## config.mk

```make
export PLATFORM = sky130hd
export DESIGN_NAME = resp_frame_tx
export DESIGN_NICKNAME = d
export VERILOG_FILES = /design/src/rtl/resp_frame_tx.sv
export SDC_FILE = /design/constraint.sdc
export NUM_CORES = 1
export LEC_CHECK = 0
export ABC_AREA = 1
export CAP_MARGIN = 40
export CORE_ASPECT_RATIO = 0.6
export CORE_MARGIN = 2
export CORE_UTILIZATION = 43
export DETAILED_ROUTE_END_ITERATION = 10
export PLACE_DENSITY_LB_ADDON = 0.25
export SLEW_MARGIN = 20
export SYNTH_ARGS = -nofsm -noshare
export SYNTH_HDL_FRONTEND = slang
export SYNTH_SLANG_ARGS = --single-unit
```

## constraint.sdc

```tcl
create_clock -name sys_clk -period 1.5 [get_ports sys_clk]
set_input_delay 0.45 -clock sys_clk [delete_from_list [all_inputs] [get_ports sys_clk]]
set_output_delay 0.45 -clock sys_clk [all_outputs]
set_load 0.1 [all_outputs]
```

## src/rtl/resp_frame_tx.sv

```systemverilog
// Modbus RTU response serializer: latches one of three response vectors and sends it MSB byte first over a tx_start/tx_done byte handshake.
// First tx_start 2 cycles after accept, next byte 2 cycles after each tx_done; waits indefinitely on tx_done, then holds a 3.5-char gap.
module resp_frame_tx #(
    parameter int CLK_FREQ  = 50000000,
    parameter int BAUD_RATE = 115200
) (
    input  logic         sys_clk,
    input  logic         reset_n,
    input  logic         tx_exp_rp_start,
    input  logic         tx_06_rp_start,
    input  logic         tx_03_04_rp_start,
    input  logic [39:0]  exception_seq,
    input  logic [63:0]  code06_response,
    input  logic [103:0] code03_04_response,
    input  logic         tx_done,
    output logic         tx_start,
    output logic [7:0]   tx_data,
    output logic         tx_busy,
    output logic         frame_done
);

    localparam int GAP_CYCLES = (CLK_FREQ / BAUD_RATE) * 35;
    localparam int GW         = (GAP_CYCLES > 2) ? $clog2(GAP_CYCLES) : 1;
    // Last gap count lands frame_done exactly GAP_CYCLES cycles after the final tx_done.
    localparam logic [GW-1:0] GAP_LAST = GW'(GAP_CYCLES - 2);

    typedef enum logic [1:0] {
        S_IDLE,
        S_SEND,
        S_WAIT,
        S_GAP
    } state_t;

    state_t        r_state, w_state_nxt;
    logic [103:0]  r_sh, w_sh_nxt;
    logic [3:0]    r_cnt, w_cnt_nxt;
    logic [GW-1:0] r_gap, w_gap_nxt;
    logic          r_tx_start, w_tx_start_nxt;
    logic          r_busy, w_busy_nxt;
    logic          r_fdone, w_fdone_nxt;

    always_comb begin
        w_state_nxt    = r_state;
        w_sh_nxt       = r_sh;
        w_cnt_nxt      = r_cnt;
        w_gap_nxt      = r_gap;
        w_busy_nxt     = r_busy;
        w_tx_start_nxt = 1'b0;
        w_fdone_nxt    = 1'b0;
        case (r_state)
            S_IDLE: begin
                // No accept in the frame_done cycle itself.
                if (!r_fdone) begin
                    if (tx_exp_rp_start) begin
                        w_sh_nxt    = {exception_seq, 64'h0};
                        w_cnt_nxt   = 4'd5;
                        w_busy_nxt  = 1'b1;
                        w_state_nxt = S_SEND;
                    end else if (tx_06_rp_start) begin
                        w_sh_nxt    = {code06_response, 40'h0};
                        w_cnt_nxt   = 4'd8;
                        w_busy_nxt  = 1'b1;
                        w_state_nxt = S_SEND;
                    end else if (tx_03_04_rp_start) begin
                        w_sh_nxt    = code03_04_response;
                        w_cnt_nxt   = 4'd13;
                        w_busy_nxt  = 1'b1;
                        w_state_nxt = S_SEND;
                    end
                end
            end
            S_SEND: begin
                w_tx_start_nxt = 1'b1;
                w_state_nxt    = S_WAIT;
            end
            S_WAIT: begin
                if (tx_done) begin
                    w_sh_nxt  = {r_sh[95:0], 8'h00};
                    w_cnt_nxt = r_cnt - 4'd1;
                    if (r_cnt > 4'd1) begin
                        w_state_nxt = S_SEND;
                    end else begin
                        w_gap_nxt   = '0;
                        w_state_nxt = S_GAP;
                    end
                end
            end
            S_GAP: begin
                if (r_gap == GAP_LAST) begin
                    w_gap_nxt   = '0;
                    w_fdone_nxt = 1'b1;
                    w_busy_nxt  = 1'b0;
                    w_state_nxt = S_IDLE;
                end else begin
                    w_gap_nxt = r_gap + 1'b1;
                end
            end
            default: w_state_nxt = S_IDLE;
        endcase
    end

    always_ff @(posedge sys_clk or negedge reset_n) begin
        if (!reset_n) begin
            r_state    <= S_IDLE;
            r_sh       <= '0;
            r_cnt      <= '0;
            r_gap      <= '0;
            r_tx_start <= 1'b0;
            r_busy     <= 1'b0;
            r_fdone    <= 1'b0;
        end else begin
            r_state    <= w_state_nxt;
            r_sh       <= w_sh_nxt;
            r_cnt      <= w_cnt_nxt;
            r_gap      <= w_gap_nxt;
            r_tx_start <= w_tx_start_nxt;
            r_busy     <= w_busy_nxt;
            r_fdone    <= w_fdone_nxt;
        end
    end

    assign tx_start   = r_tx_start;
    assign tx_data    = r_sh[103:96];
    assign tx_busy    = r_busy;
    assign frame_done = r_fdone;

endmodule

```

==> results of run 1 <==
## critical path, stage by stage (launching register included)
cell,delay [ns]
dfrtp_2,0.44
buf_6,0.14
nand2_4,0.10
nor2_4,0.07
nor3_4,0.24
buf_6,0.20
clkbuf_16,0.19
nand2_1,0.06
nand2_1,0.07
## Yosys cell counts (all sizes together) (2+ instances only)
cell type and count:
o21ai 89, inv 55, xor2 2, clkbuf 23, a21oi 41, nand4 12
nor3 2, o21bai 3, buf 53, dfrtp 127, a31oi 40, nand3b 2
nor2 67, nand3 64, nand2 497, ha 4
## power by group through the flow
| stage | clock (mW) | combinational, mW | sequential [mW] |
|---|---|---|---|
| after global routing | 4.41 | 11.2 | 5.96 |
| after global placement | 0 | 8.50 | 5.78 |
| after floorplan | 0 | 5.81 | 5.52 |
| after detailed placement | 0 | 8.72 | 5.76 |
| after CTS | 4.26 | 9.33 | 5.75 |
| final | 4.22 | 10.3 | 5.83 |
## routing by layer
layer | part of all wire, % | global-route usage, % | up-vias | wire [um]
met3 | 9.6 | 5.84 | 29 | 2450
met1 | 47 | 40.5 | 3853 | 11800
met5 | 0 | 0 | - | 0
met4 | 1.3 | 6.30 | 0 | 336
li1 | - | - | 4002 | -
met2 | 42 | 39.9 | 395 | 10700
## layout make-up
class,count,area share [%]
sequential,127,27.8
tap,234,2.55
antenna,1,0.0218
timing repair buffer,312,30.0
clock inverter,13,1.35
inverter,55,1.80
multi-input combinational,827,32.7
clock buffer,19,3.86
## cell families (layout without fill, tap and decap cells)
kind of cell             Yosys count  count (layout)
buffers and inverters            131             399
AND/OR/NAND/NOR                  644             644
other                              0               1
flip-flops                       127             127
XOR/XNOR                           2               2
AO/OA/AOI/OAI                    177             177
adder cells (fa/ha/maj)            4               4
## sequential cells by signal (all words and copies together) (netlist names)
| name | count |
|---|---|
| frame_done | 1 |
| r_cnt | 4 |
| r_gap | 14 |
| r_sh | 104 |
| r_state | 2 |
| tx_busy | 1 |
| tx_start | 1 |
## stage by stage
stage / hold slack (ns) / area [um^2] / power [mW] / setup TNS, ns
final: 0.478 / 11500 / 20.3 / -2.30
after global routing: 0.500 / 11500 / 21.6 / -9.52
after CTS: 0.483 / 11200 / 19.3 / -0.167
after detailed placement: 0.364 / 10400 / 14.5 / -61.22
after global placement: 0.367 / 10400 / 14.3 / -57.09
after floorplan: 0.154 / 7470 / 11.3 / -0.328
## repair_timing
item	in CTS	in global routing
cloned	3	5
hold buffers	1	0
setup endpoints to repair	125	129
hold endpoints to repair	27	0
pin swaps	12	8
resized for setup	20	48
buffers inserted	5	4
## worst max-delay path by stage
stage,to,slack (ns),depth (start not counted)
detailed placement,r_sh[94],-0.58,9
finish,r_sh[71],-0.08,8
floorplan,r_sh[3],-0.01,9
global route,r_sh[80],-0.15,8
CTS,frame_done,-0.07,1
global placement,r_sh[41],-0.56,10
==> reports/results.ini, run 1 <==
[clock_tree]
clockBufferDepth = 2
h-tree-depth = 4
clk_latency_ns = 0.42
clk_pin_slew_worst_paths_ns = 0.06
clock_sinks = 127
cts_tree = yes
clock-root-buffer = clkbuf_16
numCtsBuffers = 17

[worst_setup_path]
arrival_ns = 1.94
regToRegEndpoint = r_sh[71]
cp_max_fo = 10
worst_r2r_path_depth = 8
path_class = reg -> reg
reg2reg_slack_ns = -0.08
required_ns = 1.85
cp-start-kind = flop
end_kind = flop
startpoint = r_state[1]
r2r_start = r_state[1]

[sta]
fmax_mhz = 632
fin_crit_sh_pct = 106
period_needed_ns = 1.58
rsz0062_at_grt = true
relSlewSlack_pct = 75.2
finalSetupViolations = 54
hold_viol = 0
final.setup_skew_ns = 0.0102
finalMaxSlewViolations = 0
worstMarginPinSlew_ns = 0.370
worst_slack_ns = -0.0830

[synth]
synth_xor_area_share_pct = 0.237
synth_top_family_by_area = simple AND/OR/NAND/NOR gates
yosys-mux-area-fraction_pct = 0
ys.flop_type = dfrtp_1
synth_area_um2 = 7410
netlist_top_cells_area = dfrtp_1 (43%), nand2_1 (25%), o21ai_0 (5.0%)
synth_compound_area_share_pct = 12.9
avgSynthCellArea_um2 = 6.83
seq_area_frac_synth_pct = 42.9
synthCells = 1085
yosys.area.top_type = dfrtp_1
yosysWarningCount = 0
syn-num-nets = 1303
synth_fa_ha_area_share_pct = 0.676
yosysUniqueCellTypes = 30
ys_seq_elements = 127
synth-simple-area-share_pct = 34.8
yosys.area.top_type_share_pct = 42.9
synthArstFlopShare_pct = 100
synth_edf_count = 0

[floorplanning]
die_w_um = 173
boundaryPins = 225
start_util_pct = 43.6
fp.dieH_um = 106
row_count = 37
die-area_um2 = 18300
coreArea_um2 = 17000

[power_and_ir_drop]
p_switching_mw = 8.56
pwr-share-comb_pct = 50.6
switching_share_pct = 42.1
p_int_mw = 11.8
power_density_nw_per_um2 = 1770
irDropWorstVdd_uv = 1230
p_leak_nw = 5.56
p_clk_share_pct = 20.7
p_seq_share_pct = 28.7

[detailed_routing]
drt-pass1-iter-count = 5
final_antenna_net_count = 0
wire_per_inst_um = 16.0
drc_errors = 0
routed_via_density = 5.21
vias = 8279
drt-total-wl_mm = 25.3
drt_iter0_drc = 854

[grt]
grt_usage_pct = 27.1
grt_pass1_vias = 7773
grt_start_max_net_pins = 73
antenna_found_initial = 1
grt_pass1_wl_mm = 39.6
grt-ovfl-total = 0

[final_layout]
seqCellArea_um2 = 3190
fillers = 1398
drive_gt1_share_pct = 13.2
fin_util_pct = 67.5
final_common_cell = nand2_1
multiInputGateArea_um2 = 3750
final_nets = 1558
final_cell_mix = nand2_1 (483), clkdlybuf4s50_1 (209), dfrtp_1 (121), nand3_1 (63), nor2_1 (61)
syn2layout_area_growth_pct = 54.9
layoutNonFillerInstCount = 1588

[min_path]
min_to = r_sh[18]
worstHoldStart = r_sh[18]
min_path_cells = 2
hp-class = reg -> reg

[place]
port_buffers = 224
dpl.hpwl_mm = 17.1
globalplace.congestion = 0.900
dp_slack_ns = -0.583
dp_cells = 1537

[job]
maxCapViolCount = 0

[outcome]
violations = negative setup slack
status = complete, but fails checks

No activity file was read; power rests on OpenSTA's default activity.
==> inputs of run 2 (changes only) <==
- CELL_PAD_IN_SITES_DETAIL_PLACEMENT: unset -> 0
- CELL_PAD_IN_SITES_GLOBAL_PLACEMENT: unset -> 1
- CORE_UTILIZATION: 43 -> 30
==> run 2 against run 1 <==
The run still ends with negative setup slack left. Die area grew 42%. Critical path depth unchanged. Clock power down 5.0%. Via count decreased by 1.9%. Maximum frequency is 3.5% lower. Routed wire length rose by 8.6%. Clock-buffer cell count rose by 4. Global-route usage is 6.3 points lower. Hold slack lost 0.011 ns. Register-to-register slack worse by 0.06 ns. Critical endpoint is now r_gap[4].
==> reports/results.ini, run 2 (synthesized netlist as in run 1, its figures left out) <==
[final_layout]
top_regs = r_sh: 104 flops, r_gap: 14 flops, r_cnt: 4 flops
final_nets = 1584
final_cell_mix = nand2_1 (427), clkdlybuf4s50_1 (210), dfrtp_1 (124), nor2_1 (60)
final_common_cell = nand2_1
largest-register = r_sh
fin_util_pct = 50.8
syn2layout_area_growth_pct = 66.2
final_area_um2 = 12300
largest_reg_flops = 104
drive_gt1_share_pct = 20.6
layoutNonFillerInstCount = 1703

[worst_setup_path]
arrival_ns = 1.95
cp-start-kind = flop
path_class = reg -> reg
cp_max_fo = 8
reg2reg_slack_ns = -0.14
end_kind = flop
required_ns = 1.81

[detailed_routing]
drt_iter0_drc = 583
drt-pass1-iter-count = 7
routed_via_density = 4.77
final_antenna_net_count = 0
drt-total-wl_mm = 27.5
vias = 8119
drc_errors = 0
wire_per_inst_um = 16.2

[clock_tree]
numCtsBuffers = 17
clock_sinks = 127
cts_tree = yes
clk_latency_ns = 0.43
h-tree-depth = 4
clock-root-buffer = clkbuf_16
clockBufferDepth = 2
clk_pin_slew_worst_paths_ns = 0.06

[floorplanning]
coreArea_um2 = 24200
row_count = 44
fp.dieH_um = 126
boundaryPins = 225
die-area_um2 = 26000
start_util_pct = 30.6
die_w_um = 207

[sta]
worst_slack_ns = -0.140
worstMarginPinSlew_ns = 0.355
fmax_mhz = 610
hold_slack_ns = 0.467
finalSetupViolations = 124
fin_crit_sh_pct = 109
hold_viol = 0
relSlewSlack_pct = 76.1
final.setup_skew_ns = 0.00826
period_needed_ns = 1.64
finalMaxSlewViolations = 0
rsz0062_at_grt = true

[power_and_ir_drop]
power_density_nw_per_um2 = 1770
p_leak_nw = 5.99
irDropWorstVdd_uv = 1010
finalPower_mw = 21.7

[place]
dpl.hpwl_mm = 18.9
port_buffers = 224
dp_cells = 1630
place_area_um2 = 10600
globalplace.congestion = 0.840

[grt]
antenna_found_initial = 2
grt_pass1_vias = 7717
grt_usage_pct = 20.8
grt_start_max_net_pins = 43
grt-ovfl-total = 0
grt_pass1_wl_mm = 42.0

[job]
maxCapViolCount = 0

[min_path]
hp-class = in -> async

[outcome]
violations = negative setup slack
status = complete, but fails checks

==> run 2: changes by cell type in the layout (fill, tap and decap cells not counted), sizes merged, moves of 2 or more <==
cell,previous run,this run
clkbuf,22,30
clkinv,3,6
buf,97,116
inv,60,54
nand2,497,499
==> run 2: worst paths after layout <==
| path | from | endpoint | cells past startpoint |
|---|---|---|---|
| max | r_state[0] | r_gap[4] | 8 |
| min | reset_n | r_gap[12] | 2 |
| max reg2reg | r_state[0] | r_gap[4] | 8 |
| min reg2reg | r_sh[7] | r_sh[7] | 2 |
| max in group asynchronous | reset_n | r_sh[56] | 3 |
| min in group sys_clk | r_sh[7] | r_sh[7] | 2 |
==> run 2: critical path, stage by stage (launching register included) <==
cell,delay (ns)
dfrtp_2,0.44
buf_6,0.13
nor2_4,0.14
buf_6,0.11
o211ai_1,0.12
buf_4,0.17
a21oi_4,0.16
buf_12,0.16
o21ai_1,0.08
==> run 2: final cells by class <==
cell class / count / area [um^2]
Timing Repair Buffer: 336 / 3800
Antenna cell: 2 / 5.00
Clock buffer: 23 / 478
Fill cell: 2374 / 11900
Tap cell: 322 / 403
Inverter: 55 / 211
Multi-Input combinational cell: 829 / 4140
Clock inverter: 9 / 85.1
Sequential cell: 127 / 3180
==> run 2: timing repair <==
| action | CTS | global route |
|---|---|---|
| endpoints found under the setup margin | 123 | 132 |
| gates resized for setup | 31 | 165 |
| buffers inserted | 13 | 9 |
| hold endpoints to repair | 18 | 0 |
| hold buffers | 1 | 0 |
| cloned | 4 | 12 |
| pin swaps | 6 | 13 |
==> run 2: layer usage <==
metal | global-route usage (%) | vias to the layer above | part of all wire (%)
met5 | 0 | - | 0
met4 | 4.76 | 0 | 1.1
met3 | 5.90 | 22 | 7.2
met2 | 28.2 | 232 | 40
met1 | 32.1 | 3795 | 52
li1 | - | 4070 | -
==> run 2: metrics by stage <==
step	worst slack [ns]	TNS [ns]
6_report	-0.140	-9.65
5_1_grt	-0.213	-19.96
4_1_cts	-0.0895	-4.79
3_5_place_dp	-0.590	-61.87
3_3_place_gp	-0.564	-59.78
2_1_floorplan	-0.0147	-0.328
==> run 2: report_power, final <==
part / internal (mW) / switching [mW] / leakage [nW] / total [mW]
combinational: 5.45 / 6.41 / 4.10 / 11.9
sequential: 4.81 / 1.07 / 1.63 / 5.88
clock: 2.40 / 1.61 / 0.269 / 4.01
==> inputs of run 3 (changes only) <==
- CTS_CLUSTER_SIZE: unset -> 28
- PLACE_DENSITY_LB_ADDON: 0.25 -> 0.1
==> run 3 against run 2 <==
Clock-buffer cell count decreased by 4. Routed wire length increased by 1.6%. Largest power group unchanged. Critical path depth stayed put. Flip-flop and latch count did not move. The run still ends with negative setup slack left. Hold slack better by 0.011 ns. Clock skew is 0.0030 ns higher. Non-clock buffer count is 20 lower. Global-route usage grew 0.14 points.
==> reports/results.ini, run 3 (synthesized netlist as in run 1, its figures left out) <==
[outcome]
status = complete, but fails checks
violations = negative setup slack

[detailed_routing]
vias = 7962
wire_per_inst_um = 16.7
drc_errors = 0
drt_iter0_drc = 590
top_layer_used = met5
final_antenna_net_count = 0
drt-met1-wl_mm = 14.5
routed_via_density = 4.74
drt-pass1-iter-count = 5
route.met2.wl_mm = 11.5
wl_met3_mm = 1.75
drt-total-wl_mm = 28.0

[place]
globalplace.congestion = 0.821
dpl.hpwl_mm = 18.8
place_area_um2 = 10500
port_buffers = 224
dp_slack_ns = -0.621

[sta]
relSlewSlack_pct = 72.8
worstMarginPinSlew_ns = 0.408
finalSetupViolations = 121
finalMaxSlewViolations = 0
fmax_mhz = 622
fin_crit_sh_pct = 107
worst_slack_ns = -0.108
rsz0062_at_grt = true
final.setup_skew_ns = 0.0113
setup_tns_ns = -8.34
hold_slack_ns = 0.478
period_needed_ns = 1.61
hold_viol = 0

[final_layout]
seqCellArea_um2 = 3190
final_area_um2 = 11800
multiInputGateArea_um2 = 3840
final_common_cell = nand2_1
syn2layout_area_growth_pct = 58.8
largest_reg_flops = 104
top_regs = r_sh: 104 flops, r_gap: 14 flops, r_cnt: 4 flops
n_antenna_cell = 0
final_cell_mix = nand2_1 (471), clkdlybuf4s50_1 (209), dfrtp_1 (123), nand3_1 (64), nor2_1 (60)
final_nets = 1563
largest-register = r_sh
fillers = 2458
drive_gt1_share_pct = 14.0

[worst_setup_path]
cp_num_buf_inv = 2
crit_cells = 8
startpoint = r_state[1]
end_kind = flop
cp_max_fo = 14
cp-start-kind = flop
path_cells = buf_12 -> nand2_8 -> nor2_4 -> nor2_4 -> nand2_4 -> clkbuf_16 -> nand2_1 -> o21ai_0
cpPeakStageDelay_ns = 0.46
arrival_ns = 1.91
required_ns = 1.80
path_class = reg -> reg
r2r_start = r_state[1]
worst_r2r_path_depth = 8
worst_path_max_delay_cell = dfrtp_2
path_common_cell = nor2_4
cpLargestDelayFamily = simple AND/OR/NAND/NOR gates

[grt]
grt_pass1_vias = 7683
antenna_found_initial = 1
grt_usage_pct = 20.9
grt-ovfl-total = 0
grt_start_max_net_pins = 59
grt_pass1_wl_mm = 42.2

[clock_tree]
clock-root-buffer = clkbuf_16
clock_sinks = 127
numCtsBuffers = 17
cts_tree = yes
h-tree-depth = 4
clk_pin_slew_worst_paths_ns = 0.06
clk_latency_ns = 0.42
clockBufferDepth = 2

[floorplanning]
coreArea_um2 = 24200
die-area_um2 = 26000
die_w_um = 207
row_count = 44
boundaryPins = 225
fp.dieH_um = 126
start_util_pct = 30.6

[power_and_ir_drop]
pwr-share-comb_pct = 53.1
switching_share_pct = 42.5
p_leak_nw = 5.67
irDropWorstVdd_uv = 839
p_seq_share_pct = 27.9
p_int_mw = 12.0
power_density_nw_per_um2 = 1770
p_clk_share_pct = 19.0
p_switching_mw = 8.86

[min_path]
worstHoldStart = r_sh[62]
hp-class = reg -> reg
min_path_cells = 2

[job]
maxCapViolCount = 0

[run 3: changes by cell type in the layout (fill, tap and decap cells not counted), moves of 11 or more]
cell     delta
o21ai_0    +11
nand2_2    -31
nand2_1    +44
o21ai_1    +13
nand2_4    -13
buf_6      -11
o21ai_2    -24
[run 3: power by group through the flow]
| stage | clock network (mW) | logic, mW | registers [mW] |
|---|---|---|---|
| after floorplan | 0 | 5.81 | 5.52 |
| after global placement | 0 | 8.78 | 5.76 |
| after detailed placement | 0 | 8.85 | 5.73 |
| after CTS | 4.03 | 10.0 | 5.73 |
| after global routing | 4.22 | 12.1 | 5.96 |
| final | 3.97 | 11.1 | 5.81 |
[run 3: layout make-up]
class | count | share of cell area [%]
Multi-Input combinational cell | 828 | 32.7
Timing Repair Buffer | 316 | 30.3
Sequential cell | 127 | 27.1
Clock buffer | 19 | 3.77
Tap cell | 322 | 3.43
Inverter | 55 | 1.78
Clock inverter | 12 | 0.979
[run 3: per-stage QoR]
step,utilization [%],total power [mW],instances
after CTS,47.2,19.8,1670
final,48.5,20.8,1679
after global routing,48.5,22.3,1679
after global placement,43.5,14.5,1622
after floorplan,-,11.3,1085
after detailed placement,43.5,14.6,1622
[run 3: layer usage]
layer,GRT usage (%),vias to the layer above
met5,0,-
met4,3.00,2
met3,5.18,11
met2,29.9,212
met1,32.2,3721
li1,-,4016
[run 3: worst paths after layout]
check / endpoint / slack [ns]
worst min-delay path: r_sh[62] / 0.48
min in group asynchronous: r_cnt[2] / 0.51
worst max register to register: r_sh[27] / -0.11
worst max-delay path: r_sh[27] / -0.11
max in group asynchronous: r_sh[86] / 0.46
worst min register to register: r_sh[62] / 0.48
[run 3: worst min-delay path: cells and delay by family, from the launching register on]
family | cells | cell delay, ns
and+or+nand+nor | 2 | 0.10
DFF | 1 | 0.34
[run 3: repair_timing]
action,in CTS,in global routing
endpoints found under the hold margin,26,0
resized for setup,31,62
setup endpoints to repair,124,127
hold buffers,1,0
buffers inserted,11,3
pin swaps,13,9
gates cloned,5,7
